`config.mk`:
```
export PLATFORM = sky130hd
export DESIGN_NAME = servo_pwm_bank_flat
export DESIGN_NICKNAME = d
export VERILOG_FILES = /design/src/rtl/servo_pwm_bank_if.sv /design/src/rtl/servo_pwm_bank.sv /design/src/flat_wrapper.sv
export SDC_FILE = /design/constraint.sdc
export NUM_CORES = 1
export LEC_CHECK = 0
export ABC_AREA = 1
export CORE_MARGIN = 2
export CORE_UTILIZATION = 24
export DETAILED_ROUTE_END_ITERATION = 7
export SLEW_MARGIN = 15
export SYNTH_ARGS = -nofsm -noshare
export SYNTH_HDL_FRONTEND = slang
export SYNTH_SLANG_ARGS = --single-unit
```
`constraint.sdc`:
```
create_clock -name clk -period 4.5 [get_ports clk]
set_clock_uncertainty 0.15 [all_clocks]
set_input_delay 0.9 -clock clk [delete_from_list [all_inputs] [get_ports clk]]
set_output_delay 0.9 -clock clk [all_outputs]
set_load 0.1 [all_outputs]
```
`src/rtl/servo_pwm_bank_if.sv`:
```
// Bus bundle for servo_pwm_bank.
//   pul_len : requested pulse widths in us, channel i at [16*i+15:16*i]
//   load    : strobe capturing all of pul_len into the target registers
//   en      : per-channel enable, taken at frame boundaries
//   ctl     : servo control outputs
//   frame   : one-cycle pulse on every frame-boundary cycle
//   settled : high when every channel's active width equals its target
// The master side is the controller (gait sequencer); the slave side is the PWM bank.
interface servo_pwm_bank_if #(
  parameter int N_CH = 6
);
  logic [16*N_CH-1:0] pul_len;
  logic               load;
  logic [N_CH-1:0]    en;
  logic [N_CH-1:0]    ctl;
  logic               frame;
  logic               settled;

  modport master (
    output pul_len,
    output load,
    output en,
    input  ctl,
    input  frame,
    input  settled
  );

  modport slave (
    input  pul_len,
    input  load,
    input  en,
    output ctl,
    output frame,
    output settled
  );
endinterface

```
`src/rtl/servo_pwm_bank.sv`:
```
// Multi-channel hobby-servo PWM generator.
// All channels share one prescaler (CLK_DIV clocks per 1 us tick) and one frame
// counter (PERIOD_US ticks per frame), so every pulse rises on the same clock.
// Requested widths are clamped into [PW_MIN, PW_MAX] and held as targets; the
// active widths follow the targets only at frame boundaries, optionally limited
// to MAX_STEP us per frame, so no runt or glitched pulse is ever produced.
// Ports:
//   clk   : system clock
//   rst_n : asynchronous active-low reset
//   bus   : slave side of servo_pwm_bank_if (pul_len, load, en, ctl, frame, settled)
module servo_pwm_bank #(
  parameter int N_CH      = 6,
  parameter int CLK_DIV   = 50,
  parameter int PERIOD_US = 20000,
  parameter int PW_MIN    = 500,
  parameter int PW_MAX    = 2500,
  parameter int PW_INIT   = 1500,
  parameter int MAX_STEP  = 0
) (
  input  logic                clk,
  input  logic                rst_n,
  servo_pwm_bank_if.slave     bus
);

  localparam int PS_W = (CLK_DIV > 1) ? $clog2(CLK_DIV) : 1;

  localparam logic [PS_W-1:0]   PS_LAST   = PS_W'(CLK_DIV - 1);
  localparam logic [15:0]       CNT_LAST  = 16'(PERIOD_US - 1);
  localparam logic [15:0]       PW_MIN_V  = 16'(PW_MIN);
  localparam logic [15:0]       PW_MAX_V  = 16'(PW_MAX);
  localparam logic [15:0]       PW_INIT_V = 16'(PW_INIT);
  localparam logic [15:0]       STEP_V    = 16'(MAX_STEP);
  localparam logic signed [16:0] STEP_S   = 17'(MAX_STEP);

  // Clamp a requested width into the safe pulse range.
  function automatic logic [15:0] clamp_pw(input logic [15:0] req);
    if (req < PW_MIN_V) begin
      return PW_MIN_V;
    end else if (req > PW_MAX_V) begin
      return PW_MAX_V;
    end else begin
      return req;
    end
  endfunction

  // One frame's movement of an active width toward its target. The difference is
  // taken in 17-bit signed so no width combination can wrap, and the last step
  // lands exactly on the target instead of overshooting it.
  function automatic logic [15:0] slew_pw(input logic [15:0] act, input logic [15:0] tgt);
    logic signed [16:0] diff;
    diff = $signed({1'b0, tgt}) - $signed({1'b0, act});
    if (MAX_STEP == 0) begin
      return tgt;
    end else if (diff > STEP_S) begin
      return act + STEP_V;
    end else if (diff < -STEP_S) begin
      return act - STEP_V;
    end else begin
      return tgt;
    end
  endfunction

  logic [PS_W-1:0] prescaler_r;
  logic [15:0]     count_r;
  logic [15:0]     target_r [N_CH];
  logic [15:0]     active_r [N_CH];
  logic [N_CH-1:0] en_act_r;
  logic [N_CH-1:0] ctl_r;
  logic            frame_r;
  logic            settled_r;

  logic            tick_s;
  logic            boundary_s;
  logic [15:0]     count_next_s;
  logic [15:0]     active_next_s [N_CH];
  logic [N_CH-1:0] en_act_next_s;
  logic [N_CH-1:0] ctl_next_s;
  logic            settled_next_s;

  // Tick, boundary and next-state values for the counter, widths and enables.
  always_comb begin
    tick_s     = (prescaler_r == PS_LAST);
    boundary_s = tick_s && (count_r == CNT_LAST);
    if (!tick_s) begin
      count_next_s = count_r;
    end else if (count_r == CNT_LAST) begin
      count_next_s = 16'd0;
    end else begin
      count_next_s = count_r + 16'd1;
    end
    en_act_next_s = boundary_s ? bus.en : en_act_r;
    for (int i = 0; i < N_CH; i++) begin
      active_next_s[i] = boundary_s ? slew_pw(active_r[i], target_r[i]) : active_r[i];
    end
  end

  // Pulse levels as they will be after this edge, and the settled condition.
  always_comb begin
    ctl_next_s     = '0;
    settled_next_s = 1'b1;
    for (int i = 0; i < N_CH; i++) begin
      ctl_next_s[i]  = en_act_next_s[i] && (count_next_s < active_next_s[i]);
      settled_next_s = settled_next_s && (active_r[i] == target_r[i]);
    end
  end

  // Prescaler and frame counter.
  always_ff @(posedge clk or negedge rst_n) begin
    if (!rst_n) begin
      prescaler_r <= '0;
      count_r     <= CNT_LAST;
    end else begin
      prescaler_r <= tick_s ? '0 : prescaler_r + PS_W'(1);
      count_r     <= count_next_s;
    end
  end

  // Target capture on LOAD; a LOAD on a boundary still feeds the next frame.
  always_ff @(posedge clk or negedge rst_n) begin
    if (!rst_n) begin
      for (int i = 0; i < N_CH; i++) begin
        target_r[i] <= PW_INIT_V;
      end
    end else if (bus.load) begin
      for (int i = 0; i < N_CH; i++) begin
        target_r[i] <= clamp_pw(bus.pul_len[16*i +: 16]);
      end
    end else begin
      for (int i = 0; i < N_CH; i++) begin
        target_r[i] <= target_r[i];
      end
    end
  end

  // Active widths and latched enables, changing only at frame boundaries.
  always_ff @(posedge clk or negedge rst_n) begin
    if (!rst_n) begin
      for (int i = 0; i < N_CH; i++) begin
        active_r[i] <= PW_INIT_V;
      end
      en_act_r <= '0;
    end else begin
      for (int i = 0; i < N_CH; i++) begin
        active_r[i] <= active_next_s[i];
      end
      en_act_r <= en_act_next_s;
    end
  end

  // Registered outputs; CTL only moves on ticks so each pulse is whole ticks long.
  always_ff @(posedge clk or negedge rst_n) begin
    if (!rst_n) begin
      ctl_r     <= '0;
      frame_r   <= 1'b0;
      settled_r <= 1'b1;
    end else begin
      ctl_r     <= tick_s ? ctl_next_s : ctl_r;
      frame_r   <= boundary_s;
      settled_r <= settled_next_s;
    end
  end

  assign bus.ctl     = ctl_r;
  assign bus.frame   = frame_r;
  assign bus.settled = settled_r;

endmodule

```
`src/flat_wrapper.sv`:
```
// flat-port wrapper written by rule: the top's interface ports become plain ports
module servo_pwm_bank_flat 
#(
  parameter int N_CH      = 6,
  parameter int CLK_DIV   = 50,
  parameter int PERIOD_US = 20000,
  parameter int PW_MIN    = 500,
  parameter int PW_MAX    = 2500,
  parameter int PW_INIT   = 1500,
  parameter int MAX_STEP  = 0
)
  (clk, rst_n, bus_pul_len, bus_load, bus_en, bus_ctl, bus_frame, bus_settled);
  servo_pwm_bank_if #(.N_CH(N_CH)) bus_i ();
  input  logic clk;
  input  logic rst_n;
  input wire logic [$bits(bus_i.pul_len)-1:0] bus_pul_len;
  input wire logic [$bits(bus_i.load)-1:0] bus_load;
  input wire logic [$bits(bus_i.en)-1:0] bus_en;
  output wire logic [$bits(bus_i.ctl)-1:0] bus_ctl;
  output wire logic [$bits(bus_i.frame)-1:0] bus_frame;
  output wire logic [$bits(bus_i.settled)-1:0] bus_settled;
  assign bus_i.pul_len = bus_pul_len;
  assign bus_i.load = bus_load;
  assign bus_i.en = bus_en;
  assign bus_ctl = bus_i.ctl;
  assign bus_frame = bus_i.frame;
  assign bus_settled = bus_i.settled;
  servo_pwm_bank #(.N_CH(N_CH), .CLK_DIV(CLK_DIV), .PERIOD_US(PERIOD_US), .PW_MIN(PW_MIN), .PW_MAX(PW_MAX), .PW_INIT(PW_INIT), .MAX_STEP(MAX_STEP)) u_core (.clk(clk), .rst_n(rst_n), .bus(bus_i));
endmodule
```
==> run_results.csv <==
group,metric,value,unit
status,status,"completed",
job,drv_cap,0,
cells_and_area,nNetsFinal,1924,
detailed_routing,postRouteAntennaNets,0,
synthesis,synth_compound_area_frac,0.1133,
placement,port_buffers,112,
detailed_routing,first_iter_violations,763,
placement,dp_slack,0.6043,ns
grt,grt.overflow.total,0,
pwr,power.density,278.4,mW/mm²
detailed_routing,drt-pass1-iter-count,5,
cells_and_area,multi_input_area,0.005859,mm²
placement,finalWeightedCongestion,0.8827,
placement,place_inst,2395,
setup_path,worstPathRequired,4.82,ns
timing,period_minus_slack,3.912,ns
clock_network,post_cts_buffers,0,
clock_network,numCtsBuffers,25,
synthesis,synthXorXnorAreaFrac,0.04848,
timing,timing_hold_violations_final,0,
cells_and_area,area.sequential,0.005823,mm²
clock_network,htree_levels,1,
synthesis,synth-simple-area-share,0.1988,
synthesis,ys_ff_latch,228,
detailed_routing,wire_per_inst,15.12,µm
cells_and_area,final_area,0.01591,mm²
timing,setup_tns,0,ns
placement,placed_area,0.01509,mm²
synthesis,synth_most_common_cell,"inv_1",
timing,fmax,255.6,MHz
synthesis,synthAdderAreaFrac,0.08945,
synthesis,synth_flop_cell,"dfrtp_1",
setup_path,worstSetupStartpointType,"flop",
clock_network,clock_sinks,228,
synthesis,synthTopCellsByArea,"dfrtp_1 26%, dfstp_2 19%, ha_1 8.9%",
synthesis,yosys_warnings,0,
cells_and_area,layout.cells.non_filler,2440,
cells_and_area,fillCellCount,5665,
pwr,leakage,7.317,nW
synthesis,synth_cells,1596,
setup_path,critPathBufInv,2,
synthesis,synth_edf_count,0,
placement,dpl.hpwl,27.50,mm
floorplanning,die_y,236.8,µm
synthesis,synthesis.nets,1794,
clock_network,cts_max_path_buffers,3,
setup_path,crit_top_cell,"nand2_1",
timing,setup_ws,0.5881,ns
synthesis,synth_area_per_cell,8.151,µm²
synthesis,ys_seq_area_frac,0.4476,
clock_network,cts.clk_slew.worst_paths,0.06,ns
floorplanning,io_pins,113,
timing,grt_setup_unrepaired,"false",
synthesis,synth_mux_area_frac,0,
floorplanning,dieArea,0.05608,mm²
setup_path,end_kind,"flop",
setup_path,crit_family,"simple AND/OR/NAND/NOR gates",
detailed_routing,drcViolationCount,0,
clock_network,root_buffer,"clkbuf_16",
setup_path,slowest_stage,"nor3_1",
clock_network,hold_buffers,0,
clock_network,cts_tree,"done",
hold_path,hold_class,"in2async",
clock_network,cts_resized,0,
setup_path,cp_data_arrival_time,4.23,ns
cells_and_area,final_layout_size_suffix_gt1_frac,0.1153,
timing,worst_slew_margin_rel,0.3112,
setup_path,critPathKind,"reg2reg",
floorplanning,fp.dieW,236.8,µm
detailed_routing,wl,36.90,mm
floorplanning,rows,85,
synthesis,async_reset_ff_frac,1.000,
setup_path,critPathMaxFanout,13,
grt,grt_pass1_vias,10820,
timing,setup_viol,0,
synthesis,yosys.cell_types.count,45,
grt,grtUsageTotal,0.1320,
timing,period_share,0.8693,
setup_path,critical_path.max_stage_delay,0.80,ns
floorplanning,coreArea,0.05371,mm²
grt,grt_max_degree,89,
detailed_routing,vias,10739,
timing,worstMarginPinSlew,1.030,ns
synthesis,synth_top_family_by_area,"simple AND/OR/NAND/NOR gates",
pwr,ir_drop,0.2229,mV
detailed_routing,vias_per_cell,4.401,
cells_and_area,diodes,0,
grt,grt_first_pass_wirelength,58.73,mm
setup_path,crit_chain,"ha_1, nand3_2, nor2_4, nand2_1, inv_1, nor3_1, buf_4, ha_1, a21oi_1, nor2_1, a211oi_1, o2111ai_1, a21oi_1, nand2_1, nand2_1",
floorplanning,initial_utilization,0.2422,
cells_and_area,area_growth,22.32,%
synthesis,synth_common_cells,"301 x inv_1, 300 x nand2_1, 143 x nor2_1",
timing,finalMaxSlewViolations,0,
grt,antenna_found_initial,0,
clock_network,clk_latency,0.53,ns
synthesis,yosysTopAreaCellShare,0.2578,
synthesis,syn-cell-area,0.01301,mm²
synthesis,yosysTopAreaCell,"dfrtp_1",
[per-stage QoR]
step | utilization | hold slack [ns] | total power, W
floorplan | - | 0.2935 | 0.002210
global placement | 0.2809 | 0.3082 | 0.002401
detailed placement | 0.2809 | 0.3125 | 0.002404
CTS | 0.2963 | 0.2506 | 0.004490
global route | 0.2963 | 0.2734 | 0.004598
finish | 0.2963 | 0.2519 | 0.004430
[report_power, final]
part / switching (W) / internal (W)
logic: 0.000148 / 0.000123
clock network: 0.000830 / 0.00123
registers: 0.0000143 / 0.00208
total: 0.000993 / 0.00344
[worst register-to-register path, cell delays in order, from the launching register on]
cell,delay (ns)
dfrtp_1,0.41
ha_1,0.28
nand3_2,0.37
nor2_4,0.16
nand2_1,0.22
inv_1,0.11
nor3_1,0.80
buf_4,0.30
ha_1,0.26
a21oi_1,0.16
nor2_1,0.06
a211oi_1,0.17
o2111ai_1,0.15
a21oi_1,0.15
nand2_1,0.07
nand2_1,0.06
[sequential cells by signal (all words and copies together), names as in the netlist]
register,flops
u_core.active_r,96
u_core.bus.ctl,6
u_core.bus.frame,1
u_core.bus.settled,1
u_core.count_r,16
u_core.en_act_r,6
u_core.prescaler_r,6
u_core.target_r,96
[final timing paths]
kind,from,endpoint,slack [ns],depth (start not counted)
hold / removal,rst_n,u_core.target_r[29],0.25,1
max in group asynchronous,rst_n,u_core.active_r[55],2.99,2
min in group clk,u_core.en_act_r[0],u_core.en_act_r[0],0.33,2
setup / recovery,u_core.prescaler_r[0],u_core.bus.ctl[0],0.59,15
hold reg to reg,u_core.en_act_r[0],u_core.en_act_r[0],0.33,2
setup reg to reg,u_core.prescaler_r[0],u_core.bus.ctl[0],0.59,15
[metal layers]
metal  routed length (µm)  global-route usage  up-vias
met5                    0                   0        -
met4                  960             0.03606        0
met3                 1671             0.02110       56
met2                17070              0.2215      229
met1                17200              0.1759     5096
li1                     -                   -     5358
[layout make-up]
| type | instances | share of cell area |
|---|---|---|
| multi-input cells | 1021 | 0.3682 |
| flip-flops and latches | 228 | 0.3659 |
| repair buffers | 137 | 0.08539 |
| inverters | 313 | 0.07383 |
| well taps | 696 | 0.05473 |
| clock buffers | 36 | 0.04568 |
| clock inverters | 9 | 0.006212 |
[cell usage in the layout, fill, tap and decap left out, types with 2 or more instances in the layout]
cell             count
nand4_1             34
o21ai_0             40
a21oi_1            119
nor3_2               3
dfrtp_1            134
nand3_2              4
ha_1                93
o21ai_1             46
clkbuf_8             6
nand3_1             37
nand2_1            300
inv_1              301
nor4_1              11
a32oi_1              2
nor3_1              33
o2111ai_1            8
o21a_1               5
clkbuf_16           25
dfstp_2             94
clkbuf_1             5
xnor2_1             61
o22a_1               5
nor2_1             143
a211oi_1            18
a22oi_1              4
buf_12               4
xor2_1              11
nor2_4               2
nand2_2              2
or2_2               11
buf_4               21
clkdlybuf4s50_1    110
o22ai_1             10
clkinv_2             6
and2_1               6
bufinv_16            2
nor2_2               2
inv_2               12
[kinds of logic (layout without fill, tap and decap cells)]
logic type      Yosys count  after routing
simple gates            593            593
buf+inv                 347            495
compound gates          263            263
flops                   228            228
fa+ha+maj                93             93
xor+xnor                 72             72
Power figures use the tool's default switching activity.
